===== config.mk =====
export PLATFORM = sky130hd
export DESIGN_NAME = fp16_norm_round
export DESIGN_NICKNAME = d
export VERILOG_FILES = /design/src/rtl/fpu_pkg.sv /design/src/rtl/fp16_norm_round_fsm.sv /design/src/rtl/fp16_norm_round.sv
export SDC_FILE = /design/constraint.sdc
export NUM_CORES = 1
export LEC_CHECK = 0
export CAP_MARGIN = 0
export CORE_MARGIN = 5
export CORE_UTILIZATION = 56
export CTS_CLUSTER_SIZE = 8
export DETAILED_ROUTE_END_ITERATION = 6
export PLACE_DENSITY = 0.83
export REMOVE_ABC_BUFFERS = 1
export SYNTH_ARGS = -nofsm -noshare
export SYNTH_HDL_FRONTEND = slang
export SYNTH_SLANG_ARGS = --single-unit

===== constraint.sdc =====
create_clock -name clock -period 4 [get_ports clock]
set_clock_uncertainty 0.05 [all_clocks]
set_input_delay 0.4 -clock clock [delete_from_list [all_inputs] [get_ports clock]]
set_output_delay 0.4 -clock clock [all_outputs]
set_load 0.05 [all_outputs]

===== src/rtl/fpu_pkg.sv =====
// Shared FPU definitions: FP16 width macros, normalize/round FSM states and FP16 encoding constants.
// Width macros FP16_FRACW / FP16_EXPW default here unless already defined by the build.
`ifndef FP16_FRACW
`define FP16_FRACW 10
`endif
`ifndef FP16_EXPW
`define FP16_EXPW 5
`endif

package fpu_pkg;
    typedef enum logic [1:0] {
        NORM_WAIT,
        NORM_SHIFT,
        NORM_ROUND,
        NORM_DONE
    } normState_t;

    localparam int unsigned BIAS    = 15;
    localparam logic [4:0]  EXP_INF = 5'h1F;
endpackage


===== src/rtl/fp16_norm_round_fsm.sv =====
// Control FSM for fp16_norm_round: state register, datapath enables decoded from state, registered done.
module fp16NormRoundFSM
    import fpu_pkg::*;
(
    input  logic clock,
    input  logic reset_n,
    input  logic i_start,
    input  logic i_in_zero,
    input  logic i_msb,
    input  logic i_norm,
    output logic o_load,
    output logic o_shift_r,
    output logic o_shift_l,
    output logic o_round,
    output logic o_done
);
    normState_t r_state;

    // NOTE: every always_comb output gets a value on every path, so no latch is inferred.
    always_comb begin
        o_load    = i_start && (r_state == NORM_WAIT || r_state == NORM_DONE);
        o_shift_r = (r_state == NORM_SHIFT) && i_msb;
        o_shift_l = (r_state == NORM_SHIFT) && !i_msb && !i_norm;
        o_round   = (r_state == NORM_ROUND);
    end

    // NOTE: sequential state uses non-blocking assignments only.
    always_ff @(posedge clock or negedge reset_n) begin
        if (!reset_n) begin
            r_state <= NORM_WAIT;
            o_done  <= 1'b0;
        end else begin
            // A restart from DONE drops done on the capturing edge.
            o_done <= (r_state == NORM_DONE) && !i_start;
            case (r_state)
                NORM_WAIT, NORM_DONE: if (i_start) r_state <= i_in_zero ? NORM_DONE : NORM_SHIFT;
                NORM_SHIFT:           if (!i_msb && i_norm) r_state <= NORM_ROUND;
                NORM_ROUND:           r_state <= NORM_DONE;
                default:              r_state <= NORM_WAIT;
            endcase
        end
    end
endmodule


===== src/rtl/fp16_norm_round.sv =====
// Post-FMAD normalize (one bit per cycle) and round stage packing an FP16 fraction/exponent with flags.
// Define FPU_NORM_RNE_EN for round-to-nearest-even; otherwise the result is truncated toward zero.
module fp16_norm_round
    import fpu_pkg::*;
#(
    parameter int FRAC_WIDTH = `FP16_FRACW,
    parameter int EXP_WIDTH  = `FP16_EXPW,
    parameter int IN_WIDTH   = 2*(FRAC_WIDTH+1)
) (
    input  logic                  clock,
    input  logic                  reset_n,
    input  logic                  start,
    input  logic [IN_WIDTH-1:0]   normIn,
    input  logic [EXP_WIDTH+1:0]  expIn,
    input  logic                  signIn,
    output logic [FRAC_WIDTH-1:0] fracOut,
    output logic [EXP_WIDTH-1:0]  expOut,
    output logic                  signOut,
    output logic                  overflow,
    output logic                  underflow,
    output logic                  done
);
    localparam logic signed [EXP_WIDTH+1:0] EXP_ONE  = (EXP_WIDTH+2)'(1);
    localparam logic signed [EXP_WIDTH+1:0] EXP_ZERO = '0;
    localparam logic signed [EXP_WIDTH+1:0] EXP_MAX  = (EXP_WIDTH+2)'((1 << EXP_WIDTH) - 1);

    logic [IN_WIDTH-1:0]         r_mant;
    logic signed [EXP_WIDTH+1:0] r_exp;
    logic                        r_sign;

    logic                        w_load, w_shift_r, w_shift_l, w_round, w_in_zero;
    logic [FRAC_WIDTH-1:0]       w_frac_rnd;
    logic signed [EXP_WIDTH+1:0] w_exp_rnd;
    logic                        w_ovf, w_unf;
`ifdef FPU_NORM_RNE_EN
    logic                        r_sticky;
    logic                        w_guard, w_rs, w_inc;
    logic [FRAC_WIDTH:0]         w_frac_sum;
`endif

    assign w_in_zero = (normIn == '0);

    fp16NormRoundFSM u_fsm (
        .clock     (clock),
        .reset_n   (reset_n),
        .i_start   (start),
        .i_in_zero (w_in_zero),
        .i_msb     (r_mant[IN_WIDTH-1]),
        .i_norm    (r_mant[IN_WIDTH-2]),
        .o_load    (w_load),
        .o_shift_r (w_shift_r),
        .o_shift_l (w_shift_l),
        .o_round   (w_round),
        .o_done    (done)
    );

    always_comb begin
        w_frac_rnd = r_mant[IN_WIDTH-3 -: FRAC_WIDTH];
        w_exp_rnd  = r_exp;
`ifdef FPU_NORM_RNE_EN
        w_guard    = r_mant[IN_WIDTH-3-FRAC_WIDTH];
        w_rs       = (|r_mant[IN_WIDTH-4-FRAC_WIDTH:0]) | r_sticky;
        w_inc      = w_guard & (w_rs | w_frac_rnd[0]);
        w_frac_sum = {1'b0, w_frac_rnd} + (FRAC_WIDTH+1)'(w_inc);
        if (w_frac_sum[FRAC_WIDTH]) begin
            // 1.11..1 rounded up becomes 10.00..0: renormalise by bumping the exponent.
            w_frac_rnd = '0;
            w_exp_rnd  = r_exp + EXP_ONE;
        end else begin
            w_frac_rnd = w_frac_sum[FRAC_WIDTH-1:0];
        end
`endif
        w_ovf = (w_exp_rnd >= EXP_MAX);
        w_unf = !w_ovf && (w_exp_rnd <= EXP_ZERO);
    end

    // NOTE: the datapath is small and control-visible, so every register is reset, not just the FSM.
    always_ff @(posedge clock or negedge reset_n) begin
        if (!reset_n) begin
            r_mant    <= '0;
            r_exp     <= '0;
            r_sign    <= 1'b0;
            fracOut   <= '0;
            expOut    <= '0;
            signOut   <= 1'b0;
            overflow  <= 1'b0;
            underflow <= 1'b0;
`ifdef FPU_NORM_RNE_EN
            r_sticky  <= 1'b0;
`endif
        end else if (w_load) begin
            r_mant <= normIn;
            r_exp  <= $signed(expIn);
            r_sign <= signIn;
`ifdef FPU_NORM_RNE_EN
            r_sticky <= 1'b0;
`endif
            if (w_in_zero) begin
                fracOut   <= '0;
                expOut    <= '0;
                signOut   <= signIn;
                overflow  <= 1'b0;
                underflow <= 1'b0;
            end
        end else if (w_shift_r) begin
            r_mant <= r_mant >> 1;
            r_exp  <= r_exp + EXP_ONE;
`ifdef FPU_NORM_RNE_EN
            r_sticky <= r_sticky | r_mant[0];
`endif
        end else if (w_shift_l) begin
            r_mant <= r_mant << 1;
            r_exp  <= r_exp - EXP_ONE;
        end else if (w_round) begin
            signOut   <= r_sign;
            overflow  <= w_ovf;
            underflow <= w_unf;
            fracOut   <= (w_ovf || w_unf) ? '0 : w_frac_rnd;
            expOut    <= w_ovf ? EXP_INF : (w_unf ? '0 : w_exp_rnd[EXP_WIDTH-1:0]);
        end
    end
endmodule


==> flow_summary.html <==
<table>
<tr><th>Metric</th><th>Value</th></tr>
<tr><th colspan="2">Run status</th></tr>
<tr><td>Run status</td><td>complete, no violations</td></tr>
<tr><th colspan="2">Clock network</th></tr>
<tr><td>CTS clock-pin slew for the worst setup and hold paths</td><td>90 ps</td></tr>
<tr><td>Clk Tree Root Cell</td><td>sky130_fd_sc_hd__clkbuf_8</td></tr>
<tr><td>Number of buffers inserted to repair setup after CTS</td><td>0</td></tr>
<tr><td>Gates resized, CTS repair</td><td>0</td></tr>
<tr><td>Clock Path Buffers</td><td>2</td></tr>
<tr><td>CTS H-tree lvls</td><td>2</td></tr>
<tr><td>CTS Sinks</td><td>51</td></tr>
<tr><td>TritonCTS buffer count</td><td>5</td></tr>
<tr><td>Source-to-sink clock delay at the later pin of the worst-skew pair</td><td>~300 ps</td></tr>
<tr><td>Post-CTS Hold Fix Bufs</td><td>0</td></tr>
<tr><td>TritonCTS clock tree</td><td>built</td></tr>
<tr><th colspan="2">Placed design</th></tr>
<tr><td>Count of input and output buffers</td><td>51</td></tr>
<tr><td>Placed Instance Area</td><td>3330 um2</td></tr>
<tr><td>Routability-driven placement congestion ratio</td><td>between 0.8 and 0.9</td></tr>
<tr><td>Half-perimeter wire length after detailed placement</td><td>4.53 mm</td></tr>
<tr><th colspan="2">Timing</th></tr>
<tr><td>Count of endpoints failing hold in the final timing report</td><td>0</td></tr>
<tr><td>Fin crit share</td><td>73.4%</td></tr>
<tr><td>Final total negative setup slack</td><td>0 ps</td></tr>
<tr><td>Max transition margin</td><td>26.7%</td></tr>
<tr><td>Measured slew at the worst slew-check pin</td><td>approximately 1100 ps</td></tr>
<tr><td>Setup repair after global routing missed its margin</td><td>no</td></tr>
<tr><td>Total count of max-transition violations in the final report</td><td>0</td></tr>
<tr><td>Shortest period the worst path allows</td><td>2940 ps</td></tr>
<tr><td>Total of endpoints with negative setup slack in the final report</td><td>0</td></tr>
<tr><td>Achievable Freq</td><td>340 MHz</td></tr>
<tr><th colspan="2">Power</th></tr>
<tr><td>Standby leakage power</td><td>1.42 nW</td></tr>
<tr><td>VDD IR max</td><td>0.690 mV</td></tr>
<tr><td>Pwr per Cell Area</td><td>just over 800 nW/um2</td></tr>
<tr><th colspan="2">Finish</th></tr>
<tr><td>Synth-to-Final Area Change</td><td>22.4%</td></tr>
<tr><td>Layout net count</td><td>around 410</td></tr>
<tr><td>Share of cells above drive strength 1</td><td>5.99%</td></tr>
<tr><td>Total area of multi-input combinational cells</td><td>1410 um2</td></tr>
<tr><td>Footprint of the flip-flops and latches</td><td>1280 um2</td></tr>
<tr><td>Non-Filler Cell Area, Final</td><td>between 3000 and 4000 um2</td></tr>
<tr><td>Diodes inserted</td><td>0</td></tr>
<tr><td>Count of fill cells added during filler insertion</td><td>414</td></tr>
<tr><th colspan="2">Worst setup path</th></tr>
<tr><td>CP max FO</td><td>26</td></tr>
<tr><td>Data required time at the worst endpoint</td><td>4150 ps</td></tr>
<tr><td>Worst reg-to-reg path cell count</td><td>7</td></tr>
<tr><td>Critical Path AT</td><td>about 3100 ps</td></tr>
<tr><td>Category of the worst setup path launch point</td><td>flop</td></tr>
<tr><td>Worst setup EP type</td><td>flop</td></tr>
<tr><td>Start-to-end type of the worst setup path</td><td>reg2reg</td></tr>
<tr><th colspan="2">Logic synthesis</th></tr>
<tr><td>Share of the yosys chip area belonging to registers</td><td>~45%</td></tr>
<tr><td>Post-Syn Area per Cell</td><td>8.61 um2</td></tr>
<tr><td>Synth Register Bits</td><td>51</td></tr>
<tr><td>Synth Warn #</td><td>0</td></tr>
<tr><td>Fraction of post-synthesis cell area in the top cell type by area</td><td>45.3%</td></tr>
<tr><td>Post-synth top flop</td><td>sky130_fd_sc_hd__dfrtp_1</td></tr>
<tr><td>Post-synthesis cell area</td><td>2820 um2</td></tr>
<tr><td>Area leader, netlist</td><td>sky130_fd_sc_hd__dfrtp_1</td></tr>
<tr><td>Fraction of registers with async set or reset after synthesis</td><td>100%</td></tr>
<tr><td>Cells after Synth</td><td>327</td></tr>
<tr><td>Count of flip-flops with a built-in enable after synthesis</td><td>0</td></tr>
<tr><td>Dominant cells by area after synthesis</td><td>sky130_fd_sc_hd__dfrtp_1, sky130_fd_sc_hd__nand2_1, sky130_fd_sc_hd__a21oi_1</td></tr>
<tr><td>Most instantiated library cell after synthesis</td><td>sky130_fd_sc_hd__nand2_1</td></tr>
<tr><td>Most instantiated cells after synthesis</td><td>sky130_fd_sc_hd__nand2_1, sky130_fd_sc_hd__dfrtp_1, sky130_fd_sc_hd__a21oi_1</td></tr>
<tr><td>Cell variety after synth</td><td>44</td></tr>
<tr><th colspan="2">Global route</th></tr>
<tr><td>Overall overflow remaining after global route</td><td>0</td></tr>
<tr><td>Via count of the first global-routing pass</td><td>2309</td></tr>
<tr><td>Largest net degree at the start of global routing</td><td>52</td></tr>
<tr><td>Initial antenna violation count</td><td>0</td></tr>
<tr><td>Tot GR Track Use</td><td>a little over a fifth</td></tr>
<tr><td>Wire length of the first global-routing pass</td><td>11.0 mm</td></tr>
<tr><th colspan="2">Detailed routing</th></tr>
<tr><td>Via density per instance</td><td>~6</td></tr>
<tr><td>Routed via count</td><td>2535</td></tr>
<tr><td>1st-iter DRT viols</td><td>294</td></tr>
<tr><td>Routed len/inst</td><td>15.0 um</td></tr>
<tr><td>Total wirelength of the detailed-routed design</td><td>about 6.5 mm</td></tr>
<tr><td>Post-route DRC</td><td>0</td></tr>
<tr><td>Number of routed nets with antenna violations</td><td>0</td></tr>
<tr><td>Detailed-routing iteration count for the pre-antenna-repair pass</td><td>5</td></tr>
<tr><th colspan="2">Floorplan</th></tr>
<tr><td>Die width</td><td>80.9 um</td></tr>
<tr><td>Area of the die</td><td>6550 um2</td></tr>
<tr><td>Core area</td><td>a little under 5000 um2</td></tr>
<tr><td>Number of I/O pins</td><td>52</td></tr>
<tr><td>Initial core utilization</td><td>around three fifths</td></tr>
<tr><td>DIE HEIGHT</td><td>80.9 um</td></tr>
<tr><td>Row count</td><td>25</td></tr>
<tr><th colspan="2">Job</th></tr>
<tr><td>Max-cap violation count</td><td>0</td></tr>
<tr><th colspan="2">Min path</th></tr>
<tr><td>Class of the worst hold path</td><td>in2async</td></tr>
</table>
[metal layers]
layer	GRT usage (%)	vias up	wire length [um]
met5	0	-	0
met4	5.57	0	95
met3	4.21	9	430
met2	34.0	88	3090
met1	30.7	1189	2890
li1	-	1249	-
[flip-flops by register name, summed over array words and instances, names as in the netlist, 2 cells and up]
register and cells:
r_mant 22, fracOut 10, r_exp 7, expOut 5, u_fsm.r_state 2
[layout by cell type, fill, tap and decap left out, types with 2 or more instances in the layout]
master / synthesis / layout
sky130_fd_sc_hd__a21o_1: 2 / 2
sky130_fd_sc_hd__a21oi_1: 44 / 44
sky130_fd_sc_hd__a21oi_2: 2 / 2
sky130_fd_sc_hd__a22o_1: 8 / 8
sky130_fd_sc_hd__a31oi_1: 4 / 4
sky130_fd_sc_hd__and3_1: 3 / 3
sky130_fd_sc_hd__buf_4: 1 / 4
sky130_fd_sc_hd__clkbuf_8: 0 / 6
sky130_fd_sc_hd__clkdlybuf4s50_1: 0 / 50
sky130_fd_sc_hd__dfrtp_1: 51 / 51
sky130_fd_sc_hd__ha_1: 8 / 8
sky130_fd_sc_hd__inv_1: 6 / 6
sky130_fd_sc_hd__mux2i_1: 3 / 3
sky130_fd_sc_hd__nand2_1: 65 / 65
sky130_fd_sc_hd__nand3_1: 22 / 22
sky130_fd_sc_hd__nor2_1: 14 / 14
sky130_fd_sc_hd__nor2b_1: 2 / 2
sky130_fd_sc_hd__nor3_1: 5 / 5
sky130_fd_sc_hd__nor4_1: 5 / 5
sky130_fd_sc_hd__o21ai_0: 27 / 27
sky130_fd_sc_hd__o21bai_1: 2 / 2
sky130_fd_sc_hd__o22ai_1: 3 / 3
sky130_fd_sc_hd__o32ai_1: 7 / 7
sky130_fd_sc_hd__xnor2_1: 3 / 3
[cells by family (layout without fill, tap and decap cells)]
family	Yosys count	in the layout	share of synthesized area (%)
AOI/OAI and AO/OA	107	107	23.3
muxes	3	3	1.07
DFF	51	51	45.3
xor gates and xnor gates	4	4	1.24
buffers and inverters	30	70	4.66
and+or+nand+nor	123	123	20.2
adders and majority gates	9	9	4.26
[per-stage QoR]
stage / setup slack [ps] / utilization, % / power [mW] / hold WS, ps / instances
after floorplan: 663 / - / 1.96 / 54.4 / 304
after global placement: 1180 / 69.1 / 2.35 / 420 / 426
after detailed placement: 1100 / 69.1 / 2.40 / 415 / 426
after CTS: 1080 / 71.6 / 2.78 / 289 / 434
after global routing: 855 / 71.6 / 3.00 / 343 / 434
final: 1060 / 71.6 / 2.77 / 235 / 434
[report_power, final]
group          internal [mW]  switching (mW)  total, mW
Combinational          0.543           0.872       1.41
Sequential             0.739           0.251      0.990
Clock                  0.203           0.167      0.370
[final cells by class]
| cell class | count | share of cell area, % |
|---|---|---|
| clock inverters | 2 | 1.02 |
| repair buffers | 55 | 15.5 |
| flip-flops and latches | 51 | 37.0 |
| well taps | 67 | 2.43 |
| clock buffers | 6 | 2.39 |
| inverters | 7 | 0.762 |
| multi-input cells | 246 | 40.9 |
[worst max-delay path, stage by stage, from the launching register on]
cell                       delay (ps)
sky130_fd_sc_hd__dfrtp_1          880
sky130_fd_sc_hd__nand2_1          320
sky130_fd_sc_hd__fa_1             490
sky130_fd_sc_hd__a21o_1           180
sky130_fd_sc_hd__a21oi_2          170
sky130_fd_sc_hd__o21bai_1         100
sky130_fd_sc_hd__a2111o_1         410
sky130_fd_sc_hd__a32o_1           220
[path summary, 6_finish.rpt]
check | endpoint | start | slack, ps
setup / recovery | r_exp[6] | r_mant[21] | 1060
hold / removal | r_exp[2] | reset_n | 240
setup reg to reg | r_exp[6] | r_mant[21] | 1060
hold reg to reg | r_sign | r_sign | 440
max in group asynchronous | r_mant[9] | reset_n | 2970
min in group clock | r_sign | r_sign | 440
No activity file was read; power rests on OpenSTA's default activity.
